===== src/rtl/program_loader.sv =====
// Framed byte-stream loader: header N, then N big-endian 3-byte words written
// to instruction memory at addresses 0..N-1, followed by a one-cycle go pulse.
module program_loader #(
    parameter int INSTR_LEN = 20,
    parameter int ADDR      = 5
) (
    input  logic                 clk,
    input  logic                 reset,
    input  logic                 start,
    input  logic                 in_valid,
    input  logic [7:0]           in_data,
    output logic                 in_ready,
    output logic                 wr_en,
    output logic [ADDR-1:0]      wr_addr,
    output logic [INSTR_LEN-1:0] wr_data,
    output logic                 go,
    output logic                 busy,
    output logic                 load_done,
    output logic                 format_err,
    output logic                 length_err
);

    localparam int            DEPTH = 2 ** ADDR;
    localparam logic [ADDR:0] ONE   = (ADDR + 1)'(1);

    typedef enum logic [2:0] {
        S_IDLE, S_HDR, S_B0, S_B1, S_B2, S_WRITE, S_GO, S_DONE
    } state_t;

    state_t        r_state;
    logic [ADDR:0] r_n;
    logic [ADDR:0] r_idx;
    logic [7:0]    r_b0;
    logic [7:0]    r_b1;

    logic          w_xfer;
    logic [23:0]   w_word;

    assign w_xfer = in_valid && in_ready;
    // Third byte is taken straight from the bus so the word is ready at WRITE entry.
    assign w_word = {r_b0, r_b1, in_data};

    assign in_ready  = (r_state inside {S_HDR, S_B0, S_B1, S_B2});
    assign wr_en     = (r_state == S_WRITE);
    assign go        = (r_state == S_GO);
    assign busy      = (r_state inside {S_HDR, S_B0, S_B1, S_B2, S_WRITE, S_GO});
    assign load_done = (r_state == S_DONE);

    always_ff @(posedge clk) begin
        if (reset) begin
            r_state    <= S_IDLE;
            r_n        <= '0;
            r_idx      <= '0;
            r_b0       <= '0;
            r_b1       <= '0;
            wr_addr    <= '0;
            wr_data    <= '0;
            format_err <= 1'b0;
            length_err <= 1'b0;
        end else begin
            case (r_state)
                S_IDLE, S_DONE: begin
                    if (start) begin
                        r_state    <= S_HDR;
                        r_idx      <= '0;
                        format_err <= 1'b0;
                        length_err <= 1'b0;
                    end
                end
                S_HDR: begin
                    if (w_xfer) begin
                        r_n <= (ADDR + 1)'(in_data);
                        if (in_data == 8'd0 || 32'(in_data) > DEPTH) begin
                            length_err <= 1'b1;
                            r_state    <= S_IDLE;
                        end else begin
                            r_state <= S_B0;
                        end
                    end
                end
                S_B0: begin
                    if (w_xfer) begin
                        r_b0    <= in_data;
                        r_state <= S_B1;
                    end
                end
                S_B1: begin
                    if (w_xfer) begin
                        r_b1    <= in_data;
                        r_state <= S_B2;
                    end
                end
                S_B2: begin
                    if (w_xfer) begin
                        wr_addr <= r_idx[ADDR-1:0];
                        wr_data <= w_word[INSTR_LEN-1:0];
                        if ((w_word >> INSTR_LEN) != 24'd0)
                            format_err <= 1'b1;
                        r_state <= S_WRITE;
                    end
                end
                S_WRITE: begin
                    if (r_idx == r_n - ONE) begin
                        r_state <= S_GO;
                    end else begin
                        r_idx   <= r_idx + ONE;
                        r_state <= S_B0;
                    end
                end
                S_GO:    r_state <= S_DONE;
                default: r_state <= S_IDLE;
            endcase
        end
    end

endmodule

===== config.mk =====
export PLATFORM = sky130hd
export DESIGN_NAME = program_loader
export DESIGN_NICKNAME = d
export VERILOG_FILES = /design/src/rtl/program_loader.sv
export SDC_FILE = /design/constraint.sdc
export NUM_CORES = 1
export LEC_CHECK = 0
export BUFFER_PORTS_ARGS = -buffer_cell sky130_fd_sc_hd__buf_2
export CAP_MARGIN = 30
export CORE_ASPECT_RATIO = 1.2
export CORE_MARGIN = 3
export CORE_UTILIZATION = 50
export DETAILED_ROUTE_END_ITERATION = 7
export PLACE_DENSITY_LB_ADDON = 0.2
export SLEW_MARGIN = 20
export SYNTH_ARGS = -nofsm -noshare
export SYNTH_HDL_FRONTEND = slang
export SYNTH_SLANG_ARGS = --single-unit

===== constraint.sdc =====
create_clock -name clk -period 5.3 [get_ports clk]
set_clock_uncertainty 0.2 [all_clocks]
set_input_delay 0.795 -clock clk [delete_from_list [all_inputs] [get_ports clk]]
set_output_delay 0.795 -clock clk [all_outputs]
set_load 0.03 [all_outputs]

==> flow_metrics.tcl <==
set metrics [dict create \
    rsz0062_at_grt "false" \
    drv_cap 0 \
    place_congestion 0.7764 \
    timing.rr.end "r_idx[2]" \
    synth_area_mm2 0.002474 \
    io-pin-count 44 \
    postRouteAntennaNets 0 \
    p_comb_share_pct 5.7 \
    slew_violations 0 \
    hold_violations 0 \
    period_needed_ps 2687 \
    routed_via_density 5.172 \
    use_met2_pct 28.37 \
    startpoint_type "flop" \
    core_mm2 0.004696 \
    cts_buffers 9 \
    drtIter0Drc 127 \
    io_buffers 43 \
    cp_max_fo 14 \
    swShare_pct 22.26 \
    required_ps 4300 \
    multi_input_area_mm2 0.001212 \
    postCtsSetupBuffers 0 \
    insertedDiodeCount 0 \
    intPower_mw 0.7003 \
    hp-class "flop to flop" \
    seq_area_frac_synth_pct 46.94 \
    cts_htree_levels 3 \
    register_area_mm2 0.001161 \
    first_pass_iters 4 \
    cts_buffer_depth 2 \
    dominantRegCellSynth "dfxtp_1" \
    drive_above_1_share_pct 19.53 \
    clk_latency_ps 330 \
    synth_cells 299 \
    grt_overflow_total 0 \
    crit_type "flop to output pin" \
    die_h_um 83.05 \
    period_share_pct 50.69 \
    max_slew_margin_pct 35.60 \
    vias 2074 \
    synth_cell_type_count 43 \
    final_cell_mix "80 x nand2_1, 58 x dfxtp_1, 46 x a21oi_1" \
    final_common_cell "nand2_1" \
    hold_depth 2 \
    fmax_ghz 0.3722 \
    p_leak_nw 1.118 \
    ff2ff_setup_slack_ps 3090 \
    ys_warn_count 0 \
    met3_usage_pct 5.085 \
    power_frac_seq_pct 49.2 \
    track_usage_pct 18.62 \
    reg2reg_depth 5 \
    drc_errors 0 \
    grt_pass1_vias 1810 \
    synth-edff-count 0 \
    area_growth_pct 16.94 \
    ir_worst_vdd_mv 0.2030 \
    num_rows 27 \
    grt_pass1_wl_um 8783 \
    gr-usage-met1_pct 24.12 \
    nets 352 \
    holdBufCountCts 0 \
    antenna_found_initial 0 \
    tightest_slew_ps 966.0 \
    syn_avg_cell_area_um2 8.273 \
    cts_root_buffer "clkbuf_8" \
    r2r_start "r_state[2]" \
    hold_start "wr_data[10]" \
    power_frac_clock_pct 45.1 \
    postSynthNetCount 313 \
    fin_tns_setup_ps 0 \
    cts.sinks 58 \
    path_clk_slew_ps 60 \
    drt-wirelength-per-cell_um 12.72 \
    status "finished, final reports clean" \
    cts_tree "yes" \
    dpl.hpwl_um 3390 \
    end_kind "output pin" \
    routed_wl_um 5102 \
    die_x_um 70.21 \
    start_util_pct 52.68 \
    finalPower_mw 0.9008 \
    critPathArrivalTime_ps 1690 \
    min_to "wr_data[10]" \
    gr-max-usage-layer "met2" \
    finalHoldWorstSlack_ps 249.4 \
    power_density_mw_per_mm2 311.4 \
    cts_resized 0 \
    async_flop_share_pct 0 \
    setup_viol_count_final 0 \
    synth-seq-cells 58 \
    p_switching_mw 0.2005 \
    grt_start_max_net_pins 54 \
    fillers 434 \
    die_area_mm2 0.005831 \
]
==> synth_stat cells, types with 3 or more instances <==
master	instances	share of area, %
nand4_1	4	1.0
nand2_1	80	12
mux2i_1	18	7.3
xor2_1	3	1.1
a21oi_1	46	9.3
nand3_1	3	0.61
buf_2	8	1.6
o21ai_1	3	0.61
inv_1	3	0.46
clkbuf_1	6	0.91
nand2b_1	4	1.0
xnor2_1	4	1.4
dfxtp_1	58	47
nor2_1	23	3.5
nor3_1	3	0.61
==> stage by stage <==
step	utilization (%)	instance area, µm²	std cells	worst slack, ps
2_1_floorplan	-	2474	299	3078
3_3_place_gp	57.05	2679	384	2672
3_5_place_dp	57.15	2684	384	2687
4_1_cts	61.36	2882	400	2603
5_1_grt	61.60	2893	401	2429
6_report	61.60	2893	401	2613
==> layer usage <==
layer / vias up / part of all wire (%)
met2: 48 / 47
li1: 1084 / -
met1: 933 / 47
met5: - / 0
met4: 0 / 2.1
met3: 9 / 3.9
==> worst max-delay path by stage <==
| stage | from | end | slack [ps] | depth (start not counted) |
|---|---|---|---|---|
| floorplan | in_data[3] | r_state[1] | 3080 | 5 |
| global placement | in_valid | r_n[3] | 2670 | 4 |
| detailed placement | in_valid | wr_addr[4] | 2690 | 5 |
| CTS | r_state[2] | wr_en | 2600 | 3 |
| global route | r_state[2] | wr_en | 2430 | 3 |
| finish | r_state[2] | wr_en | 2610 | 3 |
==> power by group through the flow <==
| stage | clock network (mW) | logic, mW | registers [mW] |
|---|---|---|---|
| after floorplan | 0 | 0.0380 | 0.451 |
| after global placement | 0 | 0.0503 | 0.453 |
| after detailed placement | 0 | 0.0515 | 0.453 |
| after global routing | 0.435 | 0.0568 | 0.444 |
| final | 0.406 | 0.0514 | 0.443 |
| after CTS | 0.415 | 0.0517 | 0.443 |
==> final cells by class <==
type                    instances  share of cell area (%)
clock buffers                  14                   5.623
inverters                       4                  0.5190
clock inverters                 2                   1.211
multi-input cells             220                   41.91
flip-flops and latches         58                   40.14
repair buffers                 45                   8.088
well taps                      58                   2.509
==> logic make-up after synthesis <==
group | synth area share [%]
mux | 7.284
compound gates | 13.20
buf+inv | 4.249
flops | 46.94
fa+ha+maj | 1.011
simple gates | 24.84
xor+xnor | 2.479
==> flip-flops by register name (all words and copies together) (netlist names) <==
signal,cells
wr_data,20
r_b0,8
r_b1,8
r_idx,6
r_n,6
wr_addr,5
r_state,3
format_err,1
length_err,1
==> worst max-delay path, stage by stage, from the launching register on <==
cell	delay (ps)
dfxtp_1	620
inv_2	140
nor2_1	340
buf_2	270
Note: power is estimated with default switching activity, not from simulation.
